File: src/rtl/opacc_pkg.sv
// Shared definitions for the outer-product accumulator sequencer:
// command op-codes and the sequencer FSM state encoding.
package opacc_pkg;

  typedef enum logic [1:0] {
    OP_LOAD  = 2'd0,
    OP_MAC   = 2'd1,
    OP_STORE = 2'd2,
    OP_NOP   = 2'd3
  } op_e;

  typedef enum logic [1:0] {
    S_IDLE  = 2'd0,
    S_LOAD  = 2'd1,
    S_MAC   = 2'd2,
    S_STORE = 2'd3
  } state_t;

endpackage

File: src/rtl/opacc_seq.sv
// Command sequencer for an outer-product accumulator cell.
// Takes one command at a time, steers the operand stream into the cell
// (LOAD writes a C register, MAC accumulates K products into it) and
// streams a C register back out on STORE.
//
// Handshakes: every stream (cmd, in, out) transfers a beat on a rising
// clock edge where valid and ready are both high. A producer holds valid
// and its payload steady until that edge; ready never depends on valid.
//
// The FSM always returns to IDLE for at least one cycle after a command,
// so a STORE issued right after a LOAD/MAC reads co one cycle after the
// final cell write has landed.
module opacc_seq
  import opacc_pkg::*;
#(
  parameter int nregs = 2,
  parameter int XLEN  = 64,
  parameter int KMAX  = 255,
  localparam int LW   = $clog2(KMAX + 1),
  localparam int AW   = $clog2(nregs)
) (
  input  logic            clk,
  input  logic            reset,
  // command stream
  input  logic            cmd_valid,
  output logic            cmd_ready,
  input  logic [1:0]      cmd_op,
  input  logic [AW-1:0]   cmd_addr,
  input  logic [LW-1:0]   cmd_len,
  // operand stream
  input  logic            in_valid,
  output logic            in_ready,
  input  logic [XLEN-1:0] in_a,
  input  logic [XLEN-1:0] in_b,
  input  logic [XLEN-1:0] in_c,
  // result stream
  output logic            out_valid,
  input  logic            out_ready,
  output logic [XLEN-1:0] out_c,
  output logic            done,
  // cell side
  output logic            ab_valid,
  output logic            ci_valid,
  output logic [XLEN-1:0] ai,
  output logic [XLEN-1:0] bj,
  output logic [XLEN-1:0] ci,
  output logic [AW-1:0]   cld_addr,
  output logic [AW-1:0]   cst_addr,
  output logic [AW-1:0]   ab_addr,
  input  logic [XLEN-1:0] co,
  // debug view of the FSM
  output logic [1:0]      state_dbg
);

  state_t        state;
  logic [AW-1:0] addr_q;
  logic [LW-1:0] cnt_q;

  // Sequencer FSM: accepts commands in IDLE, counts operand beats, and
  // produces a registered one-cycle done pulse after each command.
  always_ff @(posedge clk) begin
    if (reset) begin
      state  <= S_IDLE;
      addr_q <= '0;
      cnt_q  <= '0;
      done   <= 1'b0;
    end else begin
      done <= 1'b0;
      case (state)
        S_IDLE: begin
          if (cmd_valid) begin
            addr_q <= cmd_addr;
            cnt_q  <= cmd_len;
            case (op_e'(cmd_op))
              OP_LOAD:  state <= S_LOAD;
              OP_MAC: begin
                // A zero-length MAC has nothing to stream; retire it at once.
                if (cmd_len != '0) state <= S_MAC;
                else               done  <= 1'b1;
              end
              OP_STORE: state <= S_STORE;
              default:  done  <= 1'b1;
            endcase
          end
        end
        S_LOAD: begin
          if (in_valid) begin
            done  <= 1'b1;
            state <= S_IDLE;
          end
        end
        S_MAC: begin
          // Gaps in in_valid simply stall the count.
          if (in_valid) begin
            cnt_q <= cnt_q - LW'(1);
            if (cnt_q == LW'(1)) begin
              done  <= 1'b1;
              state <= S_IDLE;
            end
          end
        end
        S_STORE: begin
          if (out_ready) begin
            done  <= 1'b1;
            state <= S_IDLE;
          end
        end
        default: state <= S_IDLE;
      endcase
    end
  end

  // Handshake and cell strobes decoded from the registered state; the
  // cell write strobes are exclusive because LOAD and MAC are distinct states.
  always_comb begin
    cmd_ready = (state == S_IDLE);
    in_ready  = (state == S_LOAD) || (state == S_MAC);
    out_valid = (state == S_STORE);
    ci_valid  = (state == S_LOAD) && in_valid;
    ab_valid  = (state == S_MAC) && in_valid;
  end

  assign ai        = in_a;
  assign bj        = in_b;
  assign ci        = in_c;
  assign out_c     = co;
  assign cld_addr  = addr_q;
  assign cst_addr  = addr_q;
  assign ab_addr   = addr_q;
  assign state_dbg = state;

endmodule
File: config.mk
export PLATFORM = sky130hd
export DESIGN_NAME = opacc_seq
export DESIGN_NICKNAME = d
export VERILOG_FILES = /design/src/rtl/opacc_pkg.sv /design/src/rtl/opacc_seq.sv
export SDC_FILE = /design/constraint.sdc
export NUM_CORES = 1
export LEC_CHECK = 0
export CORE_AREA = 10 10 199 201
export CTS_BUF_LIST = sky130_fd_sc_hd__clkbuf_4
export DETAILED_ROUTE_END_ITERATION = 10
export DIE_AREA = 0 0 209 211
export MAX_ROUTING_LAYER = met4
export PLACE_DENSITY = 0.49
export SYNTH_ARGS = -nofsm -noshare
export SYNTH_HDL_FRONTEND = slang
export SYNTH_SLANG_ARGS = --single-unit
export TNS_END_PERCENT = 50
File: constraint.sdc
create_clock -name clk -period 2.4 [get_ports clk]
set_clock_uncertainty 0.2 [all_clocks]
set_input_delay 0.6 -clock clk [delete_from_list [all_inputs] [get_ports clk]]
set_output_delay 0.6 -clock clk [all_outputs]
set_load 0.02 [all_outputs]
==> qor.txt, run 1 <==
Relative slew slack = 0.654
Fill cell count = 4213
Hold_ws = 0.327 ns
Synthesized instance count = 374
Layout cells sized above 1 = 0.205
Power, Total = 1.50 mW
Synth unique cells = 38
Row count = 69
Final hold violation count = 0
YS warnings = 0
Initial Utilization = 0.0808
DR vias/cell = 2.36
Seq/Total Area, Yosys = 0.0840
I/O pins = 539
Post-synth ARST share = 0
Worst EP required = 2.35 ns
Skew-Pair Late Insertion Delay = 0.27 ns
Starting DRC count in detailed routing = 39
Die H = 211 um
Core area = 0.0354 mm2
Grt met3 use = 0.0398
DP Worst Slack = -0.307 ns
Hold crit path type = register to register
DRC viols = 0
Average cell area after synthesis = 7.65 um2
First-pass DRT Iterations = 4
Final nets = 446
Crit path capture type = register
Synth Register Bits = 12
Area delta synth->final = -32.3%
Slew Viols, Final = 0
Clock Tree Buf Depth = 2
Global Route met2 Usage = 0.0653
Worst-path maximum fanout = 2
GR Overflow Total = 0
Synth Cell Area = 0.00286 mm2
DP Wirelength = 10.0 mm
Pwr/cell area = 773 mW/mm2
Largest net degree at the start of global routing = 14
Max-Cap Viols = 0
Die Area = 0.0441 mm2
Routing usage on met1 = 0.0394
Vias in the first global route = 1605
CTS tree = built
GRT Util Overall = 0.0504
Clock edge transition at the registers on the reported setup and hold paths = 0.08 ns
Total CTS buffers = 3
EDFF count, synth = 0
Min Tclk post-route = 2.34 ns
RePlAce Congestion = 0.712
Final period util = 0.977
Crit-path slowest cell = a2111oi_1
CP cell instances = clkdlybuf4s50_1, inv_1, ha_1, nor4b_1, and3_1, a2111oi_1, o32ai_1
Crit path launch type = input pin
Peak supply drop = 179 uV
Via count = 1475
Final setup viols = 0
Root buf cell = clkbuf_4
Outcome = completed
Top_reg_cell synth = dfxtp_1
Crit-path max cell delay = 0.49 ns
Max Clk Rate = 426 MHz
Port Buf Inserts = 26
Htree depth = 1
Worst Path Arrival = 2.29 ns
Net Count, Synth = 657
Post-route worst setup slack = 0.0550 ns
WL/cell = 18.4 um
Post-CTS setup repair buffer count = 0
Detailed Route WL = 11.5 mm
Final ANT Viol Nets = 0
Leak = 0.624 nW
Worst Tran Pin Value = 0.511 ns
Die width = 209 um
Antenna violations before repair = 6
Global route hottest layer = met4
CP Class = input pin to register
Global-route wire length before repair = 14.4 mm
CTS Sinks = 12
RSZ-0062 raised after global routing = true
==> worst paths after layout <==
path                  end  depth (start not counted)          from  slack (ns)
max          state_dbg[0]                          7     cmd_op[1]        0.06
max reg2reg  state_dbg[0]                          7  state_dbg[0]        0.21
min reg2reg      cnt_q[0]                          2      cnt_q[0]        0.33
min              cnt_q[0]                          2      cnt_q[0]        0.33
==> power breakdown <==
| group | switching [mW] | leakage (nW) | total, mW | internal (mW) |
|---|---|---|---|---|
| sequential | 0.0897 | 0.0990 | 0.370 | 0.281 |
| clock | 0.0678 | 0.0138 | 0.126 | 0.0580 |
| combinational | 0.541 | 0.511 | 1.00 | 0.461 |
==> sequential cells by signal (all words and copies together), names as in the netlist <==
signal     cells
state_dbg      2
done           1
ab_addr        1
cnt_q          8
==> critical path, delay by kind of cell <==
kind,cells,cell delay (ns)
AO/OA/AOI/OAI,2,0.62
adder cells (fa/ha/maj),1,0.18
buffers and inverters,2,0.53
AND/OR/NAND/NOR,2,0.36
==> per-stage QoR <==
step	util	instances	TNS [ns]	instance area, um2
after floorplan	-	374	0	2860
after global placement	0.0538	619	-0.879	1910
after detailed placement	0.0538	619	-1.07	1910
after CTS	0.0545	622	0	1930
after global routing	0.0547	624	-0.00214	1940
final	0.0547	624	0	1940
==> final cells by class <==
| type | count | area (um2) | share of cell area |
|---|---|---|---|
| Multi-Input combinational cell | 90 | 634 | 0.328 |
| Inverter | 10 | 37.5 | 0.0194 |
| Clock buffer | 3 | 22.5 | 0.0116 |
| Tap cell | 461 | 577 | 0.298 |
| Timing Repair Buffer | 46 | 420 | 0.217 |
| Sequential cell | 12 | 240 | 0.124 |
| Antenna cell | 2 | 5.00 | 0.00258 |
==> per-layer routing <==
metal,vias to the layer above,share of wire
li1,512,-
met1,552,0.30
met2,273,0.39
met3,138,0.18
met4,0,0.13
met5,-,0
==> kinds of logic (layout without fill, tap and decap cells) <==
kind of cell,Yosys count,after routing,share of synthesized area
and+or+nand+nor,40,40,0.0836
other,0,2,0
buffers and inverters,272,59,0.696
DFF,12,12,0.0840
adders and majority gates,11,11,0.0481
AOI/OAI and AO/OA,39,39,0.0888
==> cell usage in the layout (no fill, tap or decap), drive strengths merged, types with 3 or more instances in the layout <==
cell type      count
nand2              7
and3               3
dfxtp             12
nor3               3
clkbuf             3
inv               10
nor2               7
and2               3
nand2b             5
a21oi             11
buf               21
a211oi             4
o21ai              9
clkdlybuf4s50     21
nor2b              3
ha                11
==> Yosys cell counts, types with 2 or more instances <==
cell,count,area share
nand2b_1,5,0.011
a21oi_1,11,0.019
a211oi_1,4,0.010
ha_1,11,0.048
nor3_1,3,0.0052
a31oi_1,2,0.0044
nand3_1,2,0.0035
o21ai_0,9,0.016
nor2_1,6,0.0079
buf_4,258,0.68
dfxtp_1,12,0.084
o32ai_1,2,0.0061
and2_1,3,0.0066
inv_1,9,0.012
clkbuf_1,4,0.0052
and3_1,2,0.0044
o211ai_1,2,0.0052
nor2b_1,3,0.0066
nand2_1,7,0.0092
==> repair_timing <==
action                     4_1_cts  5_1_grt
setup endpoints to repair        6        3
pin swaps                        0        0
resized for setup                6        2
hold buffers                     0        0
(Power assumes the default switching activity.)
==> run 2: changes to the inputs <==
==> constraint.sdc (replaced) <==
create_clock -name clk -period 2.4 [get_ports clk]
set_clock_uncertainty 0.2 [all_clocks]
set_input_delay 0.6 -clock clk [delete_from_list [all_inputs] [get_ports clk]]
set_output_delay 0.6 -clock clk [all_outputs]
set_load 0.01 [all_outputs]
==> qor.txt, run 2 (synthesis results as in run 1) <==
Net Switching = 0.673 mW (-3.6%)
CTS Sinks = 12 (unchanged)
Skew-Pair Late Insertion Delay = 0.29 ns (+0.02 ns)
CP cell instances = inv_1, ha_1, clkdlybuf4s50_1
Most common cell after layout, fill and taps aside = clkdlybuf4s50_1
First-pass DRT Iterations = 4 (unchanged)
Crit-path slowest cell = clkdlybuf4s50_1
Area delta synth->final = -32.5%
CP Class = register to primary output
Total CTS buffers = 3 (unchanged)
Worst-path maximum fanout = 4 (+2)
Worst EP required = 1.60 ns (-0.75 ns)
Final setup viols = 0 (unchanged)
Final std cells w/o fill = 625 (+0.16%)
Post-CTS setup repair buffer count = 0 (unchanged)
Clock edge transition at the registers on the reported setup and hold paths = 0.09 ns (about the same)
Crit-path max cell delay = 0.55 ns (+0.06 ns)
Worst Tran Pin Value = 0.602 ns (+0.0906 ns)
Largest net degree at the start of global routing = 17 (+3)
Htree depth = 1 (unchanged)
DP Wirelength = 10.0 mm (+0.13%)
Max reg flops = 8 (unchanged)
Finished Core Util = 0.0545 (-0.000177)
Detailed Route WL = 11.5 mm (+0.27%)
Die H = 211 um (unchanged)
FF-to-FF setup slack = 0.23 ns (+0.02 ns)
Row count = 69 (unchanged)
RePlAce Congestion = 0.689 (-3.2%)
Starting DRC count in detailed routing = 77 (+97%)
Sequential power share = 0.253 (+0.006)
Outcome = completed
WL/cell = 18.4 um (+0.11%)
Core area = 0.0354 mm2 (unchanged)
Max-Cap Viols = 0 (unchanged)
CTS tree = built
Gate power share = 0.650 (-0.019)
Antenna violations before repair = 6 (unchanged)
Power, Total = 1.47 mW (-1.9%)
RSZ-0062 raised after global routing = true
Final hold violation count = 0 (unchanged)
Most frequent cells in the layout = clkdlybuf4s50_1, buf_4, a21oi_1, ha_1, dfxtp_1
Layout cells sized above 1 = 0.200 (-0.00497)
Clock Tree Buf Depth = 2 (unchanged)
GRT Util Overall = 0.0506 (+0.000222)
Slew Viols, Final = 0 (unchanged)
Cells after DPL = 617 (-0.32%)
Hold crit path type = register to register
Largest Register = cnt_q
Final nets = 444 (-0.45%)
Die Area = 0.0441 mm2 (unchanged)
Worst Path Arrival = 1.51 ns (-0.78 ns)
Hold path startpoint = cnt_q[1]
Final period util = 0.964 (-0.0129)
Reg2reg start = state_dbg[0]
DP Worst Slack = -0.370 ns (-0.0628 ns)
Sw Share = 0.458 (-0.00816)
I/O pins = 539 (unchanged)
Pwr/cell area = 761 mW/mm2 (-1.5%)
Final ANT Viol Nets = 0 (unchanged)
Crit path from = state_dbg[1]
Global-route wire length before repair = 14.3 mm (-0.86%)
DR vias/cell = 2.38 (+0.72%)
Placed cell area = 0.00188 mm2 (-1.3%)
Via count = 1488 (+0.88%)
Vias in the first global route = 1539 (-4.1%)
Max Clk Rate = 432 MHz (+1.3%)
Crit path launch type = register
Port Buf Inserts = 26 (unchanged)
Root buf cell = clkbuf_4
Min Tclk post-route = 2.31 ns (-0.0309 ns)
GR Overflow Total = 0 (unchanged)
Post-route worst setup slack = 0.0860 ns (+0.0309 ns)
TNS Setup = 0 ns (unchanged)
Peak supply drop = 243 uV (+36%)
Die width = 209 um (unchanged)
Fin area = 0.00193 mm2 (-0.32%)
Internal power = 0.797 mW (-0.36%)
Initial Utilization = 0.0808 (unchanged)
Relative slew slack = 0.596 (-0.0587)
DRC viols = 0 (unchanged)
Crit path capture type = primary output
Leak = 0.615 nW (-1.4%)
Clock power share = 0.097 (+0.013)
Hold_ws = 0.327 ns (+0.000450 ns)
==> run 2: final cells by class <==
class | instances | area, um2
clock buffer | 3 | 22.5
antenna | 4 | 10.0
tap | 461 | 577
sequential | 12 | 241
fill | 4216 | 33500
multi-input combinational | 90 | 644
inverter | 10 | 37.5
timing repair buffer | 44 | 394
clock inverter | 1 | 3.75
==> run 2: routing by layer <==
layer | vias up | wire (um) | track usage
li1 | 519 | - | -
met1 | 559 | 3270 | 0.0380
met2 | 276 | 4570 | 0.0648
met3 | 134 | 2230 | 0.0436
met4 | 0 | 1430 | 0.0670
met5 | - | 0 | -
==> run 2: timing repair <==
item	CTS	global route
hold buffers	0	0
resized for setup	5	3
setup endpoints to repair	5	3
==> run 2: final timing paths <==
kind,end,cells past startpoint
worst max-delay path,cmd_ready,3
worst min-delay path,cnt_q[1],2
worst max register to register,state_dbg[0],7
worst min register to register,cnt_q[1],2
==> run 2: power groups by stage <==
stage	combinational [mW]	clock (mW)	sequential, mW
2_1_floorplan	1.00	0	0.359
3_3_place_gp	0.952	0	0.375
3_5_place_dp	0.956	0	0.376
4_1_cts	0.959	0.145	0.372
5_1_grt	1.08	0.157	0.383
6_report	0.956	0.142	0.371
==> run 2: critical path, delay by kind of cell, from the launching register on <==
kind,cells,cell delay (ns)
buffers and inverters,2,0.68
flip-flops,1,0.35
adder cells (fa/ha/maj),1,0.19
==> run 3: changes to the inputs <==
--- a/config.mk
+++ b/config.mk
@@ -5,12 +5,12 @@
 export SDC_FILE = /design/constraint.sdc
 export NUM_CORES = 1
 export LEC_CHECK = 0
-export CORE_AREA = 10 10 199 201
+export CORE_AREA = 2 2 208 210
 export CTS_BUF_LIST = sky130_fd_sc_hd__clkbuf_4
 export DETAILED_ROUTE_END_ITERATION = 10
-export DIE_AREA = 0 0 209 211
+export DIE_AREA = 0 0 210 212
 export MAX_ROUTING_LAYER = met4
-export PLACE_DENSITY = 0.49
+export PLACE_DENSITY = 0.44
 export SYNTH_ARGS = -nofsm -noshare
 export SYNTH_HDL_FRONTEND = slang
 export SYNTH_SLANG_ARGS = --single-unit
==> qor.txt, run 3 (synthesis results as in run 1) <==
Post-CTS setup repair buffer count = 0 (unchanged)
Via count = 1467 (-1.4%)
Max Clk Rate = 425 MHz (-1.6%)
Min Tclk post-route = 2.35 ns (+0.0365 ns)
Final ANT Viol Nets = 0 (unchanged)
DP Wirelength = 9.01 mm (-10%)
Core area = 0.0425 mm2 (+20%)
Die H = 212 um (+0.47%)
TNS Setup = 0 ns (unchanged)
DP Worst Slack = -0.401 ns (-0.0304 ns)
Antenna violations before repair = 4 (-2)
Largest net degree at the start of global routing = 17 (unchanged)
Final period util = 0.979 (+0.0152)
Clock edge transition at the registers on the reported setup and hold paths = 0.08 ns (about the same)
DR vias/cell = 2.05 (-14%)
Detailed Route WL = 10.5 mm (-9.0%)
WP buf/inv = 3 (+1)
Crit path capture type = register
Vias in the first global route = 1586 (+3.1%)
Htree depth = 1 (unchanged)
Global-route wire length before repair = 12.9 mm (-10%)
Crit-path max cell delay = 0.47 ns (-0.08 ns)
Grt met3 use = 0.0467 (+0.00306)
Final setup viols = 0 (unchanged)
Max-Cap Viols = 0 (unchanged)
Clock Tree Buf Depth = 2 (unchanged)
Initial Utilization = 0.0673 (-0.0135)
Global Route met2 Usage = 0.0651 (+0.000290)
I/O pins = 539 (unchanged)
Hold crit path type = register to register
Relative slew slack = 0.586 (-0.0100)
Crit-path slowest cell = clkdlybuf4s50_1
CP cell instances = clkdlybuf4s50_1, inv_1, ha_2, nor4b_1, buf_4, a31o_2, or4_4, o32ai_2
Starting DRC count in detailed routing = 51 (-34%)
Worst Path Arrival = 2.33 ns (+0.82 ns)
Crit path launch type = input pin
CTS Sinks = 12 (unchanged)
GRT Util Overall = 0.0448 (-0.00581)
Routing usage on met1 = 0.0273 (-0.0107)
RePlAce Congestion = 0.682 (-1.1%)
CTS tree = built
DRC viols = 0 (unchanged)
Area delta synth->final = -26.8%
Die width = 210 um (+0.48%)
Root buf cell = clkbuf_4
Die Area = 0.0445 mm2 (+0.95%)
Row count = 76 (+10%)
Global route hottest layer = met2
Cell family with most CP delay = buffers and inverters
CP Class = input pin to register
Most common cell after layout, fill and taps aside = clkdlybuf4s50_1
RSZ-0062 raised after global routing = false
Skew-Pair Late Insertion Delay = 0.28 ns (about the same)
Worst Tran Pin Value = 0.617 ns (+0.0149 ns)
Peak supply drop = 170 uV (-30%)
Outcome = completed
GR Overflow Total = 0 (unchanged)
Layout cells sized above 1 = 0.253 (+0.0531)
First-pass DRT Iterations = 4 (unchanged)
Worst EP required = 2.38 ns (+0.78 ns)
Worst-path maximum fanout = 2 (-2)
Leak = 0.610 nW (-0.75%)
Final hold violation count = 0 (unchanged)
Pwr/cell area = 734 mW/mm2 (-3.6%)
Power, Total = 1.54 mW (+4.6%)
Most frequent cells in the layout = clkdlybuf4s50_1, buf_4, a21oi_1, dfxtp_1
Post-route worst setup slack = 0.0494 ns (-0.0365 ns)
Max reg flops = 8 (unchanged)
Hold_ws = 0.328 ns (+0.00128 ns)
WL/cell = 14.7 um (-20%)
Total CTS buffers = 3 (unchanged)
Final nets = 446 (+0.45%)
Largest Register = cnt_q
Slew Viols, Final = 0 (unchanged)
CTS Hold Bufs = 0 (unchanged)
Finished Core Util = 0.0493 (-0.00527)
Port Buf Inserts = 26 (unchanged)
==> run 3: changes by cell type in the layout (fill, tap and decap cells not counted), sizes merged <==
cell | before | now
buf | 18 | 20
diode | 4 | 6
dlygate4sd2 | 3 | 1
clkdlybuf4s50 | 22 | 24
dlymetal6s2s | 1 | 0
clkdlybuf4s15 | 0 | 1
==> run 3: final timing paths <==
check	to	slack (ns)	cells past startpoint	startpoint
worst max-delay path	state_dbg[1]	0.05	8	cmd_op[1]
worst min-delay path	cnt_q[1]	0.33	2	cnt_q[1]
worst max register to register	state_dbg[1]	0.17	7	state_dbg[0]
worst min register to register	cnt_q[1]	0.33	2	cnt_q[1]
==> run 3: layout make-up <==
class                      count  area [um2]
antenna                        6        15.0
clock buffer                   3        22.5
clock inverter                 1        3.75
fill                        4978       40400
inverter                      10        37.5
multi-input combinational     90         682
sequential                    12         241
tap                          546         683
timing repair buffer          46         409
==> run 3: power by group <==
group | internal (mW) | switching [mW] | total, mW
clock network | 0.0603 | 0.0735 | 0.134
logic | 0.502 | 0.535 | 1.04
registers | 0.282 | 0.0844 | 0.366
total | 0.844 | 0.693 | 1.54
==> run 3: worst reg2reg max path, stage by stage, from the launching register on <==
cell and delay, ns:
dfxtp_1 0.35, inv_2 0.08, ha_1 0.23, buf_4 0.20, nand2b_1 0.11, o2111ai_1 0.26, or4_4 0.61, o32ai_2 0.11
==> run 3: stage by stage <==
step	cells	area (um2)
5_1_grt	712	2090
3_3_place_gp	704	2000
3_5_place_dp	704	2000
6_report	714	2090
2_1_floorplan	374	2860
4_1_cts	708	2050
==> run 3: what timing repair did <==
item / in CTS / in global routing
resized for setup: 7 / 9
setup endpoints to repair: 6 / 5
pin swaps: 0 / 3
==> run 3: layer usage <==
| metal | wire length (um) | up-vias |
|---|---|---|
| met5 | 0 | - |
| met4 | 1070 | 0 |
| met3 | 2340 | 126 |
| met2 | 4470 | 239 |
| met1 | 2600 | 579 |
| li1 | - | 523 |
